--- src/rtl/lcd_pkg.sv ---
// Shared types and constants for the LCD command host: opcodes, FSM states,
// and image/IRAM geometry.
package lcd_pkg;

  localparam int IMG_W  = 8;
  localparam int ADDR_W = 6;
  localparam int CMD_W  = 4;
  localparam int CNT_W  = 8;
  localparam int SUM_W  = 16;
  localparam int WCNT_W = 7;

  typedef enum logic [CMD_W-1:0] {
    OP_WRITE       = 4'h0,
    OP_SHIFT_UP    = 4'h1,
    OP_SHIFT_DOWN  = 4'h2,
    OP_SHIFT_LEFT  = 4'h3,
    OP_SHIFT_RIGHT = 4'h4,
    OP_MAX         = 4'h5,
    OP_MIN         = 4'h6,
    OP_AVG         = 4'h7,
    OP_ROT_CCW     = 4'h8,
    OP_ROT_CW      = 4'h9,
    OP_MIRROR_X    = 4'hA,
    OP_MIRROR_Y    = 4'hB
  } opcode_e;

  typedef enum logic [1:0] {
    ST_IDLE,
    ST_ISSUE,
    ST_WAIT_ACK,
    ST_WAIT_DONE
  } state_e;

  // Opcodes above MIRROR_Y have no controller meaning.
  function automatic logic op_legal(input logic [CMD_W-1:0] op);
    return op <= CMD_W'(OP_MIRROR_Y);
  endfunction

endpackage

--- src/rtl/lcd_cmd_fifo.sv ---
// Command queue: DEPTH-entry FIFO, pointers carry one extra wrap bit so that
// full and empty are distinguishable without a separate counter.
module lcd_cmd_fifo #(
  parameter int DEPTH = 8,
  parameter int W     = 4
) (
  input  logic         clk,
  input  logic         reset,
  input  logic         push,
  input  logic         pop,
  input  logic [W-1:0] wdata,
  output logic [W-1:0] rdata,
  output logic         full,
  output logic         empty
);

  localparam int AW = $clog2(DEPTH);

  logic [AW:0]               wp_q, wp_d, rp_q, rp_d;
  logic [DEPTH-1:0][W-1:0]   mem_q, mem_d;
  logic                      do_push, do_pop;

  assign empty   = (wp_q == rp_q);
  assign full    = (wp_q[AW] != rp_q[AW]) && (wp_q[AW-1:0] == rp_q[AW-1:0]);
  assign do_push = push & ~full;
  assign do_pop  = pop & ~empty;
  assign rdata   = mem_q[rp_q[AW-1:0]];

  always_comb begin
    mem_d = mem_q;
    wp_d  = wp_q;
    rp_d  = rp_q;
    if (do_push) begin
      mem_d[wp_q[AW-1:0]] = wdata;
      wp_d                = wp_q + 1'b1;
    end
    if (do_pop) rp_d = rp_q + 1'b1;
  end

  always_ff @(posedge clk or negedge reset) begin
    if (!reset) begin
      wp_q  <= '0;
      rp_q  <= '0;
      mem_q <= '0;
    end else begin
      wp_q  <= wp_d;
      rp_q  <= rp_d;
      mem_q <= mem_d;
    end
  end

endmodule

--- src/rtl/lcd_cmd_host.sv ---
// Host-side sequencer for the LCD image controller: queues opcodes, hands them
// over one at a time, and records completion count and IRAM write signature.
module lcd_cmd_host
  import lcd_pkg::*;
#(
  parameter int DEPTH   = 8,
  parameter int TIMEOUT = 255
) (
  input  logic              clk,
  input  logic              reset,
  input  logic [CMD_W-1:0]  req_cmd,
  input  logic              req_valid,
  output logic              req_ready,
  output logic [CMD_W-1:0]  cmd,
  output logic              cmd_valid,
  input  logic              busy,
  input  logic              done,
  input  logic              IRAM_valid,
  input  logic [ADDR_W-1:0] IRAM_A,
  input  logic [IMG_W-1:0]  IRAM_D,
  output logic [CNT_W-1:0]  cmd_count,
  output logic [SUM_W-1:0]  wr_sum,
  output logic [WCNT_W-1:0] wr_cnt,
  output logic              idle,
  output logic              err
);

  localparam int TW = $clog2(TIMEOUT + 1);

  state_e              state_q, state_d;
  logic [CMD_W-1:0]    cmd_q, cmd_d, fifo_rdata;
  logic [CNT_W-1:0]    cnt_q, cnt_d;
  logic [SUM_W-1:0]    sum_q, sum_d;
  logic [WCNT_W-1:0]   wcnt_q, wcnt_d;
  logic [TW-1:0]       tmo_q, tmo_d;
  logic                err_q, err_d;
  logic                fifo_full, fifo_empty, push, pop;
  logic                waiting, complete, tmo_hit;
  logic                unused_iram_a;

  assign unused_iram_a = ^IRAM_A;

  assign push     = req_valid & op_legal(req_cmd);
  assign waiting  = (state_q == ST_WAIT_ACK) || (state_q == ST_WAIT_DONE);
  assign complete = (state_q == ST_WAIT_DONE) && !busy && done;
  assign tmo_hit  = (tmo_q == TW'(TIMEOUT - 1));

  lcd_cmd_fifo #(.DEPTH(DEPTH), .W(CMD_W)) u_fifo (
    .clk   (clk),
    .reset (reset),
    .push  (push),
    .pop   (pop),
    .wdata (req_cmd),
    .rdata (fifo_rdata),
    .full  (fifo_full),
    .empty (fifo_empty)
  );

  always_ff @(posedge clk or negedge reset) begin
    if (!reset) state_q <= ST_IDLE;
    else        state_q <= state_d;
  end

  // Completion beats timeout in WAIT_DONE; in WAIT_ACK timeout wins so the
  // counter can never run past the compare value.
  always_comb begin
    state_d = state_q;
    unique case (state_q)
      ST_IDLE:      if (!fifo_empty && !busy) state_d = ST_ISSUE;
      ST_ISSUE:     state_d = ST_WAIT_ACK;
      ST_WAIT_ACK:  if (tmo_hit) state_d = ST_IDLE;
                    else if (busy) state_d = ST_WAIT_DONE;
      ST_WAIT_DONE: if (complete || tmo_hit) state_d = ST_IDLE;
      default:      state_d = ST_IDLE;
    endcase
  end

  always_comb begin
    cmd_valid = (state_q == ST_ISSUE) || (state_q == ST_WAIT_ACK);
    pop       = (state_q == ST_IDLE) && !fifo_empty && !busy;
    idle      = (state_q == ST_IDLE) && fifo_empty;
  end

  always_comb begin
    cmd_d  = pop ? fifo_rdata : cmd_q;
    cnt_d  = complete ? cnt_q + 8'd1 : cnt_q;
    err_d  = err_q | (req_valid & ~op_legal(req_cmd)) | (waiting & tmo_hit & ~complete);
    tmo_d  = tmo_q;
    sum_d  = sum_q;
    wcnt_d = wcnt_q;
    if (state_q == ST_ISSUE) begin
      tmo_d  = '0;
      sum_d  = '0;
      wcnt_d = '0;
    end else if (waiting) begin
      tmo_d = tmo_q + 1'b1;
      if (IRAM_valid) begin
        sum_d = sum_q + {{(SUM_W-IMG_W){1'b0}}, IRAM_D};
        if (wcnt_q != '1) wcnt_d = wcnt_q + 1'b1;
      end
    end
  end

  always_ff @(posedge clk or negedge reset) begin
    if (!reset) begin
      cmd_q  <= '0;
      cnt_q  <= '0;
      sum_q  <= '0;
      wcnt_q <= '0;
      tmo_q  <= '0;
      err_q  <= 1'b0;
    end else begin
      cmd_q  <= cmd_d;
      cnt_q  <= cnt_d;
      sum_q  <= sum_d;
      wcnt_q <= wcnt_d;
      tmo_q  <= tmo_d;
      err_q  <= err_d;
    end
  end

  assign req_ready = ~fifo_full;
  assign cmd       = cmd_q;
  assign cmd_count = cnt_q;
  assign wr_sum    = sum_q;
  assign wr_cnt    = wcnt_q;
  assign err       = err_q;

endmodule

--- config.mk ---
export PLATFORM = sky130hd
export DESIGN_NAME = lcd_cmd_host
export DESIGN_NICKNAME = d
export VERILOG_FILES = /design/src/rtl/lcd_pkg.sv /design/src/rtl/lcd_cmd_fifo.sv /design/src/rtl/lcd_cmd_host.sv
export SDC_FILE = /design/constraint.sdc
export NUM_CORES = 1
export LEC_CHECK = 0
export BUFFER_PORTS_ARGS = -buffer_cell sky130_fd_sc_hd__buf_4
export CAP_MARGIN = 15
export CORE_ASPECT_RATIO = 1.1
export CORE_MARGIN = 10
export CORE_UTILIZATION = 58
export CTS_CLUSTER_DIAMETER = 150
export DETAILED_ROUTE_END_ITERATION = 12
export GPL_TIMING_DRIVEN = 0
export PLACE_DENSITY = 0.8
export SYNTH_ARGS = -nofsm -noshare
export SYNTH_HDL_FRONTEND = slang
export SYNTH_HIERARCHICAL = 1
export SYNTH_SLANG_ARGS = --single-unit
--- constraint.sdc ---
create_clock -name clk -period 2.95 [get_ports clk]
set_clock_uncertainty 0.1 [all_clocks]
set_input_delay 0.4425 -clock clk [delete_from_list [all_inputs] [get_ports clk]]
set_output_delay 0.4425 -clock clk [all_outputs]
set_load 0.01 [all_outputs]
Word level (Yosys, flattened, before mapping). Index checks and enable logic that the tools add are counted.

Add/sub/neg operators: 6. $mul: 0. Div/mod/pow operators: 0. Magnitude comparators: 4. Equal/unequal tests: 11. Shift-type cells: 0. Multiplexer cells: 19. Bitwise logic cells: 12. Reduce and logical (&&, ||, !) cells: 20.

Operators by type and width (number): $mux 16 (3); $bwmux 32 (1); $mux 7 (4); $add 16x8->16 (1); $add 8x1->8 const B (2); $mux 8 (2); $bmux 4 s3 (1); $demux 4 s3 (1); $add 4x1->4 const B (2); $eq 8x8->1 const B (1); $logic_and 1x1->1 (8); $lt 3x4->1 const B (2); $mux 2 (4); $mux 4 (2); $pmux 2 s4 (1); $add 7x1->7 const B (1); $ne 7x7->1 const B (1); $and 1x1->1 (6); $reduce_and 3->1 (2); $reduce_bool 2->1 (3); $eq 2x2->1 const B (2); $eq 4x4->1 (1); $le 4x4->1 const B (1); $not 1->1 (4); other kinds (12) (16).

Flip-flop bits (word level): 86. Latch bits: 0. Memory bits (writable): 0. Bits in read-only memories: 0. Bits of input ports: 24. Output and inout port bits: 39. Logic and storage cells: 89. Memories: 0.

Logic depth before layout (Yosys ltp).
Depth after elaboration: 6. Mapped depth: 8. Gate-level depth less buffers: 8.

Cells and area by module. The synthesis kept the hierarchy.

Modules (own cells, without submodules): lcd_cmd_host (times used 1, cells each 280, area each 2657.5 sq um, seq. area each 1151.1 sq um); lcd_cmd_fifo (times used 1, cells each 133, area each 2000.7 sq um, seq. area each 1001.0 sq um).

Worst setup path before layout. OpenSTA, ideal clock, no wires.

Kind: input to register. From: input port IRAM_D[0]. To: register sum_q[10] (netlist: wr_sum[10]). Library setup time: 104 ps. Arrival: 2145 ps. Required time: 2746 ps. Path slack: 602 ps. Stages on the path: 8. Path buffers: 0. Cell sequence: ha_1 > inv_1 > fa_1 > nand2b_1 > a21oi_1 > o211ai_1 > or3b_1 > a221oi_1.

Longest elaborated chain between the ends: 4.

RTL lines: start: declaration (RTL line lcd_cmd_host.sv:20) `input logic [IMG_W-1:0] IRAM_D,`; $add 16x8->16 (RTL line lcd_cmd_host.sv:98) `sum_d = sum_q + {{(SUM_W-IMG_W){1'b0}}, IRAM_D};`; $mux 16 (RTL line lcd_cmd_host.sv:97) `if (IRAM_valid) begin`; $mux 16 (RTL line lcd_cmd_host.sv:95) `end else if (waiting) begin`; $mux 16 (RTL line lcd_cmd_host.sv:91) `if (state_q == ST_ISSUE) begin`; end signal: assignment (RTL line lcd_cmd_host.sv:115) `sum_q <= sum_d;`; end: declaration (RTL line lcd_cmd_host.sv:33) `logic [SUM_W-1:0] sum_q, sum_d;`.

Every way passes these cells. The select of a mux whose other input is x is not followed. A chain may end at the register's enable or synchronous reset.

Worst setup path after layout.
From: register u_fifo.wp_q[0]. To: output port idle.

Longest elaborated chain between the ends: 2.

RTL lines: start: declaration (RTL line lcd_cmd_fifo.sv:19) `logic [AW:0] wp_q, wp_d, rp_q, rp_d;`; start signal: assignment (RTL line lcd_cmd_fifo.sv:46) `wp_q <= wp_d;`; $eq 4x4->1 (RTL line lcd_cmd_fifo.sv:23) `assign empty = (wp_q == rp_q);`; named net fifo_empty (RTL line lcd_cmd_host.sv:37) `logic fifo_full, fifo_empty, push, pop;`; $logic_and 1x1->1 (RTL line lcd_cmd_host.sv:81) `idle = (state_q == ST_IDLE) && fifo_empty;`; end: declaration (RTL line lcd_cmd_host.sv:24) `output logic idle,`.

The timed path passes the listed nets, and every way through them passes these cells.

==> flow_metrics.env <==
export IMPL_status="completed"
export IMPL_grt_pass1_wl_um=16500
export IMPL_hold_path_class="in2reg"
export IMPL_synth_cell_types=60
export IMPL_routed_via_count=3373
export IMPL_yosysMostFrequentCell="dfrtp_1"
export IMPL_max_freq_mhz=377
export IMPL_synth_seq_cells=86
export IMPL_fillers=593
export IMPL_initial_utilization=0.592
export IMPL_clkTransAtPathRegs_ps=80
export IMPL_fin_crit_ps=2650
export IMPL_overflow=0
export IMPL_ff_latch_area_mm2=0.00215
export IMPL_synth_top_area_share=0.462
export IMPL_die_x_um=105
export IMPL_seq_power_share=0.366
export IMPL_rrSetupSlack_ps=390
export IMPL_portBuffers=56
export IMPL_dp_cells=577
export IMPL_cts_buffers=9
export IMPL_peakVddDrop_uv=649
export IMPL_clock_root_buffer="clkbuf_8"
export IMPL_postRouteAntennaNets=0
export IMPL_clk_latency_ps=350
export IMPL_path_cells="clkbuf_1, xor2_1, nor4_1, and2_1, buf_4"
export IMPL_hpwl_um=7010
export IMPL_critical_path_class="reg2out"
export IMPL_rsz0062_at_grt="no"
export IMPL_netlist_area_mm2=0.00466
export IMPL_synth_edf_count=0
export IMPL_rows=34
export IMPL_combPwrFrac=0.478
export IMPL_synth_avg_cell_area_um2=11.3
export IMPL_final_nets=526
export IMPL_dieArea_mm2=0.0120
export IMPL_drt_total_wl_um=9740
export IMPL_grt_max_degree=87
export IMPL_p_leak_uw=0.00245
export IMPL_swShare=0.387
export IMPL_hold_viol=0
export IMPL_yosysWarnings=6
export IMPL_start_kind="flip-flop"
export IMPL_multiInputGateArea_mm2=0.00236
export IMPL_maxSlewHeadroom=0.575
export IMPL_synthArstFlopShare=1.00
export IMPL_rr_startpoint="wr_sum[0]$_DFFE_PN0P_"
export IMPL_p_per_area_mw_per_mm2=1000
export IMPL_endpoint_kind="output port"
export IMPL_slowest_stage="nor4_1"
export IMPL_worst_pin_slew_ps=632
export IMPL_diodes=0
export IMPL_arrival_ps=2110
export IMPL_tns_ps=0
export IMPL_drcViolationCount=0
export IMPL_required_ps=2410
export IMPL_die_height_um=114
export IMPL_avgViaCountPerCell=5.67
export IMPL_cts_sinks=86
export IMPL_drt_first_pass_iters=4
export IMPL_yosysSeqAreaShare=0.462
export IMPL_rr_worst_depth=8
export IMPL_synth_top_area_cell="dfrtp_1"
export IMPL_core_mm2=0.00787
export IMPL_setup_viol=0
export IMPL_post_cts_setup_buffers=0
export IMPL_syn2layout_area_growth_pct=17.2
export IMPL_p_int_uw=3360
export IMPL_synthesis_instances=413
export IMPL_synth_top_flop_cell="dfrtp_1"
export IMPL_boundaryPins=63
export IMPL_worstSetupStartpoint="u_fifo/wp_q[0]$_DFFE_PN0P_"
export IMPL_final_layout_size_suffix_gt1_frac=0.300
export IMPL_cts_tree="built"
export IMPL_grt_usage=0.166
export IMPL_gp_congestion=0.831
export IMPL_max_stage_delay_ps=490
export IMPL_h_tree_depth=3
export IMPL_clockBufferDepth=2
export IMPL_final_cells=595
export IMPL_yosys_top_cells_area="dfrtp_1 46%, mux2_2 9.2%, ha_1 5.1%"
export IMPL_synth_nets=457
export IMPL_p_switching_uw=2120
export IMPL_maxCapViolCount=0
export IMPL_min_period_over_period=0.899
export IMPL_drv_slew=0
export IMPL_grt_pass1_vias=3453
export IMPL_avgRoutedWirePerCell_um=16.4
export IMPL_drtIter0Drc=121
export IMPL_worstReg2RegEnd="wr_sum[10]$_DFFE_PN0P_"
export IMPL_synthTopCellsByCount="86 x dfrtp_1, 38 x mux2_2, 34 x nand2_1, 23 x o21ai_0, 19 x ha_1"
export IMPL_p_clk_frac=0.156
export IMPL_antenna_found_initial=0
export IMPL_critPathCapture="idle"
export IMPL_crit_path_max_fanout=10
[cells in the final DEF, fill, tap and decap left out, drive strengths merged, types with 2 or more instances in the layout]
master	netlist	routed
dfrtp	86	86
buf	9	66
mux2	42	42
nand2	34	34
o21ai	23	23
ha	19	19
clkbuf	8	17
nor2	16	16
xnor2	16	16
inv	13	16
nand3	15	15
a21oi	15	15
xor2	13	13
o31ai	9	9
nand2b	8	8
mux4	8	8
nor3	6	6
or3	6	6
and3	6	6
o211ai	4	4
nor4	4	4
nor2b	4	4
nand4	4	4
or2	4	4
a21o	4	4
a31oi	3	3
a21boi	3	3
mux2i	3	3
and4	3	3
nor3b	3	3
clkinv	0	3
and2	2	2
nand4b	2	2
nand3b	2	2
nor4b	2	2
[layer usage]
metal  track usage  up-vias  share of wire
li1              -     1626              -
met3        0.0412       12          0.035
met4        0.0549        0          0.013
met5             0        -              0
met1         0.188     1687           0.41
met2         0.298       48           0.54
[cells by family (layout without fill, tap and decap cells)]
| family | after synthesis | count (layout) | synth area share |
|---|---|---|---|
| AO/OA/AOI/OAI | 70 | 70 | 0.0956 |
| XOR/XNOR | 29 | 29 | 0.0561 |
| adder cells (fa/ha/maj) | 20 | 20 | 0.0553 |
| buffers and inverters | 30 | 104 | 0.0317 |
| flip-flops | 86 | 86 | 0.462 |
| multiplexers | 53 | 53 | 0.150 |
| AND/OR/NAND/NOR | 125 | 125 | 0.149 |
[metrics by stage]
step	total power, uW	worst slack (ps)	hold WS [ps]	util	cell area [um^2]
6_report	5470	296	249	0.694	5460
5_1_grt	5870	140	252	0.694	5460
4_1_cts	5510	25.6	205	0.688	5420
3_5_place_dp	4630	72.0	369	0.662	5210
3_3_place_gp	4510	133	358	0.662	5210
2_1_floorplan	3860	602	46.9	-	4660
[flip-flops by register name, indices dropped and copies added (netlist names)]
signal        count
cmd_count         8
state_q           2
wr_sum           16
wr_cnt            7
u_fifo/mem_q     32
cmd               4
u_fifo/rp_q       4
u_fifo/wp_q       4
err               1
tmo_q             8
[final cells by class]
type,instances,share of cell area
timing repair buffer,58,0.0839
clock inverter,7,0.0144
sequential,86,0.394
inverter,13,0.00940
buffer,17,0.0176
multi-input combinational,297,0.433
tap,108,0.0248
clock buffer,9,0.0227
[critical path: cells and delay by family (launching register included)]
family / cells / cell delay [ps]
simple gates: 2 / 710
buf+inv: 2 / 490
flops: 1 / 400
xor+xnor: 1 / 170
[timing repair]
action / CTS / global route
endpoints found under the hold margin: 0 / 11
hold buffers: 0 / 1
setup endpoints to repair: 0 / 4
resized for setup: 0 / 1
[worst min-delay path by stage]
stage,startpoint,to,cells after the start
after CTS,reset,u_fifo/mem_q[17]$_DFFE_PN0P_,1
after global placement,err$_DFF_PN0_,err$_DFF_PN0_,2
after detailed placement,tmo_q[6]$_DFFE_PN0N_,tmo_q[6]$_DFFE_PN0N_,1
after floorplan,reset,cmd[0]$_DFFE_PN0P_,0
after global routing,req_valid,err$_DFF_PN0_,3
final,req_valid,err$_DFF_PN0_,3
[power by group through the flow]
stage                     Sequential (uW)  Clock, uW  Combinational (uW)
after floorplan                      1990          0                1860
after global placement               1990          0                2520
after detailed placement             2020          0                2610
after CTS                            2000        869                2640
after global routing                 2070        915                2880
final                                2000        854                2620
Note: power is estimated with default switching activity, not from simulation.
